### config.mk
export PLATFORM = sky130hd
export DESIGN_NAME = multicycle_ctrl
export DESIGN_NICKNAME = d
export VERILOG_FILES = /design/src/rtl/multicycle_ctrl.sv
export SDC_FILE = /design/constraint.sdc
export NUM_CORES = 1
export LEC_CHECK = 0
export ABC_AREA = 1
export CAP_MARGIN = 20
export CELL_PAD_IN_SITES_DETAIL_PLACEMENT = 1
export CELL_PAD_IN_SITES_GLOBAL_PLACEMENT = 2
export CORE_ASPECT_RATIO = 0.9
export CORE_UTILIZATION = 24
export CTS_BUF_LIST = sky130_fd_sc_hd__clkbuf_8
export CTS_CLUSTER_DIAMETER = 100
export DETAILED_ROUTE_END_ITERATION = 12
export PLACE_DENSITY_LB_ADDON = 0.1
export SYNTH_ARGS = -nofsm -noshare
export SYNTH_HDL_FRONTEND = slang
export SYNTH_SLANG_ARGS = --single-unit
### constraint.sdc
create_clock -name clk -period 3.5 [get_ports clk]
set_input_delay 0.875 -clock clk [delete_from_list [all_inputs] [get_ports clk]]
set_output_delay 0.875 -clock clk [all_outputs]
set_load 0.01 [all_outputs]
### src/rtl/multicycle_ctrl.sv
`timescale 1ns/1ps
// multicycle_ctrl: IF/ID/EX/MEM/WB control sequencer for the R/I/J MIPS-subset CPU.
// It drives a shared datapath made of one ALU, one register file and a PC with a PC+4 adder.
// Ports:
//   clk, rst_n                rising-edge clock, asynchronous active-low reset
//   op, func                  IR[31:26] and IR[5:0], taken from the registered IR
//   zf                        ALU zero flag, used by beq/bne in EX
//   imem_ready, dmem_ready    instruction fetch / data access handshakes
//   ir_write, pc_write        IR and PC load strobes
//   pc_s, w_r_s, imm_s, rt_imm_s, wr_data_s, alu_op   datapath selects
//   write_reg, mem_read, mem_write                    register-file and data-memory strobes
//   instr_done, illegal, err  end-of-instruction pulse, bad-opcode pulse, sticky watchdog error
// All outputs are combinational from state and inputs. Strobes are gated by rst_n so they are
// low for the whole reset, even though IF with imem_ready=1 would otherwise load IR and PC.
module multicycle_ctrl #(
    parameter int unsigned WAIT_MAX = 15,
    parameter int unsigned CNT_W    = 4
) (
    input  logic       clk,
    input  logic       rst_n,
    input  logic [5:0] op,
    input  logic [5:0] func,
    input  logic       zf,
    input  logic       imem_ready,
    input  logic       dmem_ready,
    output logic       ir_write,
    output logic       pc_write,
    output logic [1:0] pc_s,
    output logic [1:0] w_r_s,
    output logic       imm_s,
    output logic       rt_imm_s,
    output logic [1:0] wr_data_s,
    output logic [3:0] alu_op,
    output logic       write_reg,
    output logic       mem_read,
    output logic       mem_write,
    output logic       instr_done,
    output logic       illegal,
    output logic       err
);

    localparam logic [2:0] StIf  = 3'd0;
    localparam logic [2:0] StId  = 3'd1;
    localparam logic [2:0] StEx  = 3'd2;
    localparam logic [2:0] StMem = 3'd3;
    localparam logic [2:0] StWb  = 3'd4;
    localparam logic [2:0] StErr = 3'd7;

    localparam logic [5:0] OpRtype = 6'b000000;
    localparam logic [5:0] OpJ     = 6'b000010;
    localparam logic [5:0] OpJal   = 6'b000011;
    localparam logic [5:0] OpBeq   = 6'b000100;
    localparam logic [5:0] OpBne   = 6'b000101;
    localparam logic [5:0] OpAddi  = 6'b001000;
    localparam logic [5:0] OpSltiu = 6'b001011;
    localparam logic [5:0] OpAndi  = 6'b001100;
    localparam logic [5:0] OpXori  = 6'b001110;
    localparam logic [5:0] OpLw    = 6'b100011;
    localparam logic [5:0] OpSw    = 6'b101011;

    localparam logic [5:0] FnSllv = 6'b000100;
    localparam logic [5:0] FnJr   = 6'b001000;
    localparam logic [5:0] FnAdd  = 6'b100000;
    localparam logic [5:0] FnSub  = 6'b100010;
    localparam logic [5:0] FnAnd  = 6'b100100;
    localparam logic [5:0] FnOr   = 6'b100101;
    localparam logic [5:0] FnXor  = 6'b100110;
    localparam logic [5:0] FnNor  = 6'b100111;
    localparam logic [5:0] FnSltu = 6'b101011;

    localparam logic [3:0] AluAnd  = 4'b0000;
    localparam logic [3:0] AluOr   = 4'b0001;
    localparam logic [3:0] AluXor  = 4'b0010;
    localparam logic [3:0] AluNor  = 4'b0011;
    localparam logic [3:0] AluAdd  = 4'b0100;
    localparam logic [3:0] AluSub  = 4'b0101;
    localparam logic [3:0] AluSltu = 4'b0110;
    localparam logic [3:0] AluSllv = 4'b0111;

    localparam logic [CNT_W-1:0] WaitLim = CNT_W'(WAIT_MAX);

    logic [2:0]       state_q, state_d;
    logic [CNT_W-1:0] cnt_q, cnt_d;

    // Instruction decode
    logic       is_r, is_jr, is_lw, is_sw, is_beq, is_bne, is_j, is_jal, legal;
    logic       imm_sext, use_imm;
    logic [3:0] alu_sel;

    always_comb begin
        is_r     = 1'b0;
        is_jr    = 1'b0;
        is_lw    = 1'b0;
        is_sw    = 1'b0;
        is_beq   = 1'b0;
        is_bne   = 1'b0;
        is_j     = 1'b0;
        is_jal   = 1'b0;
        legal    = 1'b1;
        imm_sext = 1'b0;
        use_imm  = 1'b0;
        alu_sel  = AluAnd;
        case (op)
            OpRtype: begin
                is_r = 1'b1;
                case (func)
                    FnAdd:   alu_sel = AluAdd;
                    FnSub:   alu_sel = AluSub;
                    FnAnd:   alu_sel = AluAnd;
                    FnOr:    alu_sel = AluOr;
                    FnXor:   alu_sel = AluXor;
                    FnNor:   alu_sel = AluNor;
                    FnSltu:  alu_sel = AluSltu;
                    FnSllv:  alu_sel = AluSllv;
                    FnJr:    is_jr   = 1'b1;
                    default: legal   = 1'b0;
                endcase
            end
            OpAddi:  begin alu_sel = AluAdd;  imm_sext = 1'b1; use_imm = 1'b1; end
            OpAndi:  begin alu_sel = AluAnd;  use_imm = 1'b1; end
            OpXori:  begin alu_sel = AluXor;  use_imm = 1'b1; end
            OpSltiu: begin alu_sel = AluSltu; use_imm = 1'b1; end
            OpLw:    begin is_lw = 1'b1; alu_sel = AluAdd; imm_sext = 1'b1; use_imm = 1'b1; end
            OpSw:    begin is_sw = 1'b1; alu_sel = AluAdd; imm_sext = 1'b1; use_imm = 1'b1; end
            OpBeq:   begin is_beq = 1'b1; alu_sel = AluSub; end
            OpBne:   begin is_bne = 1'b1; alu_sel = AluSub; end
            OpJ:     is_j   = 1'b1;
            OpJal:   is_jal = 1'b1;
            default: legal  = 1'b0;
        endcase
    end

    // A ready in the limit cycle is checked first, so it completes rather than trapping.
    logic wd_hit;
    assign wd_hit = (WAIT_MAX != 0) && (cnt_q == WaitLim);

    logic ir_write_c, pc_write_c, write_reg_c, mem_read_c, mem_write_c, done_c, illegal_c;

    always_comb begin
        state_d     = state_q;
        cnt_d       = '0;
        ir_write_c  = 1'b0;
        pc_write_c  = 1'b0;
        write_reg_c = 1'b0;
        mem_read_c  = 1'b0;
        mem_write_c = 1'b0;
        done_c      = 1'b0;
        illegal_c   = 1'b0;
        pc_s        = 2'b00;
        w_r_s       = 2'b00;
        imm_s       = 1'b0;
        rt_imm_s    = 1'b0;
        wr_data_s   = 2'b00;
        alu_op      = AluAnd;
        case (state_q)
            StIf: begin
                if (imem_ready) begin
                    ir_write_c = 1'b1;
                    pc_write_c = 1'b1;
                    state_d    = StId;
                end else if (wd_hit) begin
                    state_d = StErr;
                end else begin
                    cnt_d = cnt_q + 1'b1;
                end
            end
            StId: begin
                if (!legal) begin
                    illegal_c = 1'b1;
                    done_c    = 1'b1;
                    state_d   = StIf;
                end else if (is_j || is_jal) begin
                    pc_write_c = 1'b1;
                    pc_s       = 2'b11;
                    done_c     = 1'b1;
                    state_d    = StIf;
                    if (is_jal) begin
                        write_reg_c = 1'b1;
                        w_r_s       = 2'b10;
                        wr_data_s   = 2'b10;
                    end
                end else begin
                    state_d = StEx;
                end
            end
            StEx: begin
                alu_op   = alu_sel;
                imm_s    = imm_sext;
                rt_imm_s = use_imm;
                if (is_jr) begin
                    pc_write_c = 1'b1;
                    pc_s       = 2'b01;
                    done_c     = 1'b1;
                    state_d    = StIf;
                end else if (is_beq || is_bne) begin
                    pc_write_c = is_beq ? zf : !zf;
                    pc_s       = 2'b10;
                    done_c     = 1'b1;
                    state_d    = StIf;
                end else if (is_lw || is_sw) begin
                    state_d = StMem;
                end else begin
                    state_d = StWb;
                end
            end
            StMem: begin
                alu_op      = AluAdd;
                imm_s       = 1'b1;
                rt_imm_s    = 1'b1;
                mem_read_c  = is_lw;
                mem_write_c = is_sw;
                if (dmem_ready) begin
                    done_c  = is_sw;
                    state_d = is_lw ? StWb : StIf;
                end else if (wd_hit) begin
                    state_d = StErr;
                end else begin
                    cnt_d = cnt_q + 1'b1;
                end
            end
            StWb: begin
                // Hold the EX selects so the ALU result being written stays stable.
                alu_op      = alu_sel;
                imm_s       = imm_sext;
                rt_imm_s    = use_imm;
                write_reg_c = 1'b1;
                done_c      = 1'b1;
                w_r_s       = is_r ? 2'b00 : 2'b01;
                wr_data_s   = is_lw ? 2'b01 : 2'b00;
                state_d     = StIf;
            end
            StErr: state_d = StErr;
            default: state_d = StIf;
        endcase
    end

    always_ff @(posedge clk or negedge rst_n) begin
        if (!rst_n) begin
            state_q <= StIf;
            cnt_q   <= '0;
        end else begin
            state_q <= state_d;
            cnt_q   <= cnt_d;
        end
    end

    assign ir_write   = rst_n & ir_write_c;
    assign pc_write   = rst_n & pc_write_c;
    assign write_reg  = rst_n & write_reg_c;
    assign mem_read   = rst_n & mem_read_c;
    assign mem_write  = rst_n & mem_write_c;
    assign instr_done = rst_n & done_c;
    assign illegal    = rst_n & illegal_c;
    assign err        = (state_q == StErr);

endmodule

==> impl_metrics.yaml <==
run_status:
  outcome: "complete, no violations"
setup_path:
  start_kind: "primary input"
  critPathCaptureType: "primary output"
  cp_slowest_stage_delay_ns: 0.47
  cp_cell_sequence: "clkdlybuf4s50_1 -> nor2_2 -> nand2_1 -> nor2_4 -> nand2_4 -> nand2_2 -> nand2_2 -> and2_4 -> nand3_2 -> nand2_1 -> inv_1 -> dlygate4sd2_1"
  path_delay_family: "simple AND/OR/NAND/NOR gates"
  worst-endpoint-arrival_ns: 2.49
  crit_slowest_cell: "clkdlybuf4s50_1"
  critPathBufInv: 3
  path_max_fanout: 4
  path_class: "primary input to primary output"
  critPathRequiredTime_ns: 2.62
hold_path:
  hold_class: "flip-flop to flip-flop"
layout:
  fin_nets: 252
  area_growth_pct: 68.7
  drive_above_1_share_pct: 29.2
  design_area_mm2: 0.00166
  layout_commonest_cell: "inv_1"
  final_cell_mix: "31 x inv_1, 28 x buf_4, 27 x nand2_1"
  antenna_cells: 0
synth:
  yosys_warnings: 0
  syn_nets: 186
  ys_async_sr_fraction_pct: 100
  synth_cell_types: 32
  synthFlopType: "dfrtp_1"
  syn_area_um2: 983
  synth_edf_count: 0
  ys_seq_elements: 7
  synthCells: 168
  ys_seq_area_share_pct: 17.8
  syn_area_per_cell_um2: 5.85
detailed_routing:
  routed_wl_um: 3440
  vias_per_cell: 4.62
  via_count: 1288
  avgRoutedWirePerCell_um: 12.3
  ant_nets: 0
  drt-pass1-iter-count: 4
  drt_iter0_markers: 7
  route.detailed.drc: 0
clocking:
  h-tree-depth: 1
  clk_pin_slew_ns: 0.04
  cts_tree: "yes"
  numCtsBuffers: 3
  clockRootBuffer: "clkbuf_8"
  cts.sinks: 7
  clock_path_buffers: 2
  clkLatencyLatePin_ns: 0.22
  cts_hold_buf: 0
global_routing:
  antenna_found_initial: 0
  grt-ovfl-total: 0
  grtUsageTotal_pct: 17.0
  grt_pass1_vias: 1374
  grt_max_degree: 9
  grt_pass1_wl_um: 6090
power:
  p_leak_nw: 0.912
  powerDensity_mw_per_mm2: 267
  peakVddDrop_uv: 105
placement:
  place_congestion: 0.849
  io_buffers: 35
  dp_hpwl_um: 2950
  dpl_cell_area_mm2: 0.00156
floorplanning:
  die_height_um: 62.7
  fp.coreArea_mm2: 0.00381
  fp.dieW_um: 69.5
  row_count: 21
  io_pins: 37
  die_area_mm2: 0.00436
  start_util_pct: 25.8
sta:
  rsz0062_at_grt: "false"
  setup_viol: 0
  report.final.slew_viol_count: 0
  finalHoldViolCount: 0
  max_freq_mhz: 297
  fin_skew_ns: 0.00240
  min_period_ns: 3.36
  hold_slack_ns: 0.473
  timing.final.crit_share_pct: 96.1
flow_run:
  maxCapViolations: 0
==> report_power, final <==
part / internal [mW] / leakage [nW] / total [mW] / switching, mW
clock: 0.0756 / 0.0269 / 0.108 / 0.0324
sequential: 0.0987 / 0.0944 / 0.124 / 0.0256
combinational: 0.0914 / 0.790 / 0.210 / 0.119
total: 0.266 / 0.912 / 0.443 / 0.177
==> stage by stage <==
step / std cells / utilization [%] / TNS, ns / worst slack [ns] / total power [mW]
2_1_floorplan: 168 / - / 0 / 0.854 / 0.241
3_3_place_gp: 271 / 40.9 / -1.63 / -0.179 / 0.336
3_5_place_dp: 271 / 40.9 / -1.92 / -0.221 / 0.342
4_1_cts: 278 / 42.8 / 0 / 0.0360 / 0.450
5_1_grt: 279 / 43.5 / 0 / 0.000352 / 0.488
6_report: 279 / 43.5 / 0 / 0.137 / 0.443
==> cell usage after synthesis, drive strengths merged (2+ instances only) <==
cell    n  area (um2)
and2    2        15.0
nand2  34         145
nand3  18        95.1
nor3    8        55.1
inv    33         124
o21ai   6        30.0
buf     2        15.0
dfrtp   7         175
a21oi   4        23.8
nor2   38         180
nor3b   2        15.0
a31oi   2        12.5
nand4   3        18.8
==> sequential cells by signal (all words and copies together), names as in the netlist <==
register and flops:
cnt_q 4, state_q 3
==> path summary, 6_finish.rpt <==
check                                start  depth (start not counted)    endpoint  slack, ns
worst max-delay path               func[1]                         12  instr_done       0.14
worst min-delay path              cnt_q[0]                          1    cnt_q[0]       0.47
worst max register to register  state_q[0]                          5    cnt_q[2]       2.08
worst min register to register    cnt_q[0]                          1    cnt_q[0]       0.47
max in group asynchronous            rst_n                          2    cnt_q[2]       2.40
min in group asynchronous            rst_n                          2    cnt_q[3]       0.98
==> cell families after synthesis <==
logic type,share of synthesized area [%]
simple gates,55.1
xor+xnor,0.891
flops,17.8
fa+ha+maj,1.27
compound gates,10.4
buf+inv,14.1
other cells,0.381
==> layer usage <==
metal	vias to the layer above	global-route usage, %	part of all wire, %
li1	662	-	-
met1	597	23.0	50
met2	27	28.3	46
met3	2	2.58	3.7
met4	0	3.83	0.41
met5	-	0	0
==> cell type report <==
cell class / instances / area [um2]
clock buffer: 3 / 41.3
clock inverter: 1 / 3.75
fill: 523 / 2150
inverter: 33 / 124
multi-input combinational: 126 / 714
sequential: 7 / 175
tap: 46 / 57.6
timing repair buffer: 63 / 543
==> what timing repair did <==
action / CTS / global route
hold endpoints to repair: 0 / 0
resized for setup: 26 / 8
setup endpoints to repair: 15 / 3
pin swaps: 4 / 2
setup buffers: 3 / 1
Note: power is estimated with default switching activity, not from simulation.
